### src/rtl/data_sram_bridge.sv
`default_nettype none
// ============================================================================
// Module   : data_sram_bridge
// Purpose  : CPU memory-stage to synchronous data SRAM bridge. Stores issue in
//            the same cycle; loads take 3 cycles (IDLE, RD_WAIT, RD_DONE).
//            Optional alignment rejection: define DSRAM_ALIGN_CHECK_EN.
// Revision : 1.0 - initial release
// ============================================================================
module data_sram_bridge (
    input  logic        clk,
    input  logic        resetn,
    input  logic        cpu_ce,
    input  logic        cpu_we,
    input  logic [3:0]  cpu_lsop,
    input  logic [31:0] cpu_addr,
    input  logic [31:0] cpu_wdata,
    output logic [31:0] cpu_rdata,
    output logic        stallreq,
    output logic        data_sram_en,
    output logic [3:0]  data_sram_wen,
    output logic [31:0] data_sram_addr,
    output logic [31:0] data_sram_wdata,
    input  logic [31:0] data_sram_rdata,
    output logic        misalign
);

    localparam logic [3:0] c_LB  = 4'd1;
    localparam logic [3:0] c_LBU = 4'd2;
    localparam logic [3:0] c_LH  = 4'd3;
    localparam logic [3:0] c_LHU = 4'd4;
    localparam logic [3:0] c_LW  = 4'd5;
    localparam logic [3:0] c_SB  = 4'd6;
    localparam logic [3:0] c_SH  = 4'd7;
    localparam logic [3:0] c_SW  = 4'd8;

    typedef enum logic [1:0] {
        S_IDLE    = 2'd0,
        S_RD_WAIT = 2'd1,
        S_RD_DONE = 2'd2
    } state_t;

    state_t      r_state;
    logic [3:0]  r_lsop;
    logic [1:0]  r_addr_lo;
    logic [31:0] r_rdata_q;

    logic        w_is_load;
    logic        w_is_store;
    logic        w_is_half;
    logic        w_is_word;
    logic        w_misal_raw;
    logic        w_idle_req;
    logic        w_ld_go;
    logic        w_st_go;
    logic [3:0]  w_strobe;
    logic [7:0]  w_byte;
    logic [15:0] w_half;
    logic [31:0] w_ext;
    logic        w_unused_we;

    // Store/load direction comes from the opcode alone; cpu_we is redundant.
    assign w_unused_we = cpu_we;

    assign w_is_load  = (cpu_lsop >= c_LB) && (cpu_lsop <= c_LW);
    assign w_is_store = (cpu_lsop >= c_SB) && (cpu_lsop <= c_SW);
    assign w_is_half  = (cpu_lsop == c_LH) || (cpu_lsop == c_LHU) || (cpu_lsop == c_SH);
    assign w_is_word  = (cpu_lsop == c_LW) || (cpu_lsop == c_SW);

`ifdef DSRAM_ALIGN_CHECK_EN
    assign w_misal_raw = (w_is_half && cpu_addr[0]) || (w_is_word && (cpu_addr[1:0] != 2'b00));
`else
    assign w_misal_raw = 1'b0;
`endif

    // Gating with resetn keeps every request output low while reset is held.
    assign w_idle_req = resetn && (r_state == S_IDLE) && cpu_ce;
    assign w_ld_go    = w_idle_req && w_is_load  && !w_misal_raw;
    assign w_st_go    = w_idle_req && w_is_store && !w_misal_raw;

    assign misalign       = w_idle_req && (w_is_load || w_is_store) && w_misal_raw;
    assign stallreq       = w_ld_go || (resetn && (r_state == S_RD_WAIT));
    assign data_sram_en   = w_ld_go || w_st_go;
    assign data_sram_wen  = w_st_go ? w_strobe : 4'b0000;
    assign data_sram_addr = {cpu_addr[31:2], 2'b00};
    assign cpu_rdata      = r_rdata_q;

    always_comb begin
        w_strobe        = 4'b1111;
        data_sram_wdata = cpu_wdata;
        if (cpu_lsop == c_SB) begin
            w_strobe        = 4'b0001 << cpu_addr[1:0];
            data_sram_wdata = {4{cpu_wdata[7:0]}};
        end else if (cpu_lsop == c_SH) begin
            w_strobe        = cpu_addr[1] ? 4'b1100 : 4'b0011;
            data_sram_wdata = {2{cpu_wdata[15:0]}};
        end
    end

    always_comb begin
        case (r_addr_lo)
            2'd0:    w_byte = data_sram_rdata[7:0];
            2'd1:    w_byte = data_sram_rdata[15:8];
            2'd2:    w_byte = data_sram_rdata[23:16];
            default: w_byte = data_sram_rdata[31:24];
        endcase
        w_half = r_addr_lo[1] ? data_sram_rdata[31:16] : data_sram_rdata[15:0];
        case (r_lsop)
            c_LB:    w_ext = {{24{w_byte[7]}}, w_byte};
            c_LBU:   w_ext = {24'd0, w_byte};
            c_LH:    w_ext = {{16{w_half[15]}}, w_half};
            c_LHU:   w_ext = {16'd0, w_half};
            default: w_ext = data_sram_rdata;
        endcase
    end

    // RD_DONE ignores CPU inputs so the still-held load is not re-issued.
    always_ff @(posedge clk or negedge resetn) begin
        if (!resetn) begin
            r_state   <= S_IDLE;
            r_lsop    <= 4'd0;
            r_addr_lo <= 2'd0;
            r_rdata_q <= 32'd0;
        end else begin
            case (r_state)
                S_IDLE: begin
                    if (w_ld_go) begin
                        r_lsop    <= cpu_lsop;
                        r_addr_lo <= cpu_addr[1:0];
                        r_state   <= S_RD_WAIT;
                    end
                end
                S_RD_WAIT: begin
                    r_rdata_q <= w_ext;
                    r_state   <= S_RD_DONE;
                end
                S_RD_DONE: r_state <= S_IDLE;
                default:   r_state <= S_IDLE;
            endcase
        end
    end

endmodule
`default_nettype wire

### config.mk
export PLATFORM = sky130hd
export DESIGN_NAME = data_sram_bridge
export DESIGN_NICKNAME = d
export VERILOG_FILES = /design/src/rtl/data_sram_bridge.sv
export SDC_FILE = /design/constraint.sdc
export NUM_CORES = 1
export LEC_CHECK = 0
export CAP_MARGIN = 10
export CORE_UTILIZATION = 39
export CTS_CLUSTER_DIAMETER = 30
export DETAILED_ROUTE_END_ITERATION = 8
export PLACE_DENSITY = 0.95
export SLEW_MARGIN = 25
export SYNTH_ARGS = -nofsm -noshare
export SYNTH_HDL_FRONTEND = slang
export SYNTH_SLANG_ARGS = --single-unit
### constraint.sdc
create_clock -name clk -period 5.5 [get_ports clk]
set_input_delay 1.1 -clock clk [delete_from_list [all_inputs] [get_ports clk]]
set_output_delay 1.1 -clock clk [all_outputs]
set_load 0.1 [all_outputs]
==> qor.txt <==
Setup_tns -> 0 ns
Synth Area in Simple Gates -> 11.2%
Adder-Cell Fraction of Synth Area -> 0%
Area fraction of the dominant cell type after synthesis -> 33.3%
Cells after Synth -> 306
Hold worst-path end -> cpu_rdata[19]
CTS H-Tree Depth -> 2
Final hold slack -> 0.514 ns
Vias in the first global route -> 2844
CTS tree -> done
Outcome -> complete, no violations
Final cell count without fillers -> 495
Pleak -> 1.74 nW
Synth warn -> 0
Crit end category -> output pin
Hold crit path type -> flip-flop to flip-flop
Mux contribution to synthesized area -> 19.8%
RePlAce Congestion -> 0.901
Fmax -> 228 MHz
Root Buffer -> clkbuf_8
Cell Rows -> 31
Post-synthesis xor/xnor area fraction -> 0.291%
Setup ws final -> 1.12 ns
Tmin final -> 4.38 ns
Cell Pwr Density -> 517 nW/um^2
Peak supply drop -> 0.190 mV
Setup CP Type -> input port to output pin
# diodes -> 0
DR vias -> 2930
Routed Antenna Nets -> 0
Clock sink count -> 40
Share of layout cells above drive strength 1 -> 24.5%
Starting DRT DRC Count -> 230
Peak fanout along the critical path -> 26
Average wire per standard cell -> 20.4 um
Hold Path Depth -> 1
CP required -> 4.40 ns
Post-DP HPWL -> 7.77 mm
Top cell type by total area after synthesis -> dfrtp_1
# hold bufs at CTS -> 0
Initial antenna violation count -> 0
Initial Utilization -> 40.8%
Final setup fails -> 0
Post-synthesis compound-gate area fraction -> 20.9%
Sequential area share after synthesis -> 33.3%
I/O pins -> 207
Critical Path AT -> 3.28 ns
First drt pass iteration count -> 5
Via/cell ratio -> 5.92
Worst R2R Setup Slack -> 2.89 ns
R2R depth -> 5
Synth top area cells -> dfrtp_1 (33%), mux2_2 (11%), buf_4 (10%), nand2_1 (5.7%), mux4_2 (4.5%)
Pre-CTS WS -> 1.15 ns
Min-delay src -> cpu_rdata[19]
Final Max Slew Viols -> 0
Commonest non-fill, non-tap cell in the layout -> clkdlybuf4s50_1
CTS clk-pin slew, worst paths -> 0.07 ns
Rel. slew slack -> 29.1%
Critical Path Start Type -> input port
Largest net degree at the start of global routing -> 42
Top FF cell, synth -> dfrtp_1
Post-synth EDFFs -> 0
Die ar. -> 8060 um^2
Placed cell count -> 487
Drt drc -> 0
DRT Wirelength -> 10.1 mm
Worst clock skew -> 0.00587 ns
Die H -> 89.8 um
Remaining global-route overflow -> 0
Final Hold Viols -> 0
RR Endpoint -> cpu_rdata[11]
Final #Nets -> 499
Commonest non-fill, non-tap cells in the layout -> clkdlybuf4s50_1 (111), nand2_1 (46), dfrtp_1 (39)
Post-Syn Area -> 3010 um^2
GR Util All Layers -> 24.9%
RSZ-0062 raised after global routing -> false
Tot Pwr -> 2.17 mW
Async SR Flop Fraction -> 100%
Critical R2R Launch -> r_state[1]
Max-cap violation count -> 0
First-pass GRT wire length -> 15.7 mm
Core area -> 7370 um^2
Flop and latch count out of synthesis -> 40
Resized cells post-CTS -> 0
I/O Buffers -> 142
Tcrit/Tclk final -> 79.7%
Area growth syn-to-layout -> 39.8%
Syn avg cell area -> 9.83 um^2
Post-CTS Repair Setup Buffers -> 0
Longest Clk Path Bufs -> 2
Least-Margin Pin Slew -> 1.06 ns
Die width -> 89.8 um
Clk Latency, worst-skew pair -> 0.30 ns
Combinational family with the most area after synthesis -> compound AO/OA/AOI/OAI gates
Total CTS buffers -> 5
Synth cell types -> 39
==> per-layer routing <==
layer,vias up,GRT usage [%],share of wire [%]
li1,1278,-,-
met5,-,0,0
met1,1423,27.9,35
met4,0,13.0,5.0
met2,173,44.4,53
met3,56,5.08,7.4
==> critical path, stage by stage <==
cell and delay [ns]:
clkdlybuf4s50_1 0.57, nand2_1 0.11, or2_2 0.47, nor2_2 0.39, mux2_2 0.39, buf_4 0.23
==> Yosys cell counts, types with 4 or more instances <==
| library cell | n |
|---|---|
| a221o_1 | 6 |
| dfrtp_1 | 40 |
| nor2_1 | 6 |
| clkbuf_1 | 11 |
| mux2i_1 | 8 |
| inv_1 | 4 |
| nor3_1 | 4 |
| nand2b_1 | 5 |
| mux4_2 | 6 |
| a21oi_1 | 20 |
| a32oi_1 | 8 |
| o21ai_0 | 12 |
| o22ai_1 | 15 |
| buf_2 | 7 |
| buf_4 | 42 |
| a221o_2 | 10 |
| nand2_1 | 46 |
| mux2_2 | 29 |
==> where the power goes <==
group	switching [mW]	total [mW]	internal, mW
combinational	1.04	1.43	0.390
sequential	0.102	0.496	0.394
clock	0.104	0.252	0.148
==> layout make-up <==
cell class	instances	area (um^2)
Clock buffer	6	82.6
Clock inverter	2	38.8
Fill cell	642	3170
Inverter	4	15.0
Multi-Input combinational cell	201	1590
Sequential cell	40	1000
Tap cell	99	124
Timing Repair Buffer	143	1350
==> sequential cells by signal (all words and copies together) (netlist names) <==
name       cells
r_state        2
cpu_rdata     32
r_lsop         4
r_addr_lo      2
==> metrics by stage <==
step | util, % | area (um^2)
global route | 57.0 | 4200
CTS | 56.9 | 4190
detailed placement | 55.2 | 4070
global placement | 55.2 | 4070
finish | 57.0 | 4200
floorplan | - | 3010
==> cells by family (layout without fill, tap and decap cells) <==
logic type	after synthesis	after routing
other	1	3
AO/OA/AOI/OAI	82	82
AND/OR/NAND/NOR	70	70
multiplexers	45	45
flip-flops	40	40
XOR/XNOR	1	1
buffers and inverters	67	155
==> worst max-delay path by stage <==
stage                      startpoint  cells after the start                  end  slack (ns)
final                     cpu_lsop[2]                      6  data_sram_wdata[15]        1.12
after global routing      cpu_lsop[2]                      6     data_sram_wen[0]        0.95
after CTS                 cpu_lsop[2]                      6  data_sram_wdata[15]        1.14
after detailed placement  cpu_lsop[2]                      6  data_sram_wdata[15]        1.15
after global placement    cpu_lsop[2]                      6  data_sram_wdata[15]        1.23
after floorplan           cpu_lsop[0]                      4  data_sram_wdata[24]        0.42
Note: power is estimated with default switching activity, not from simulation.
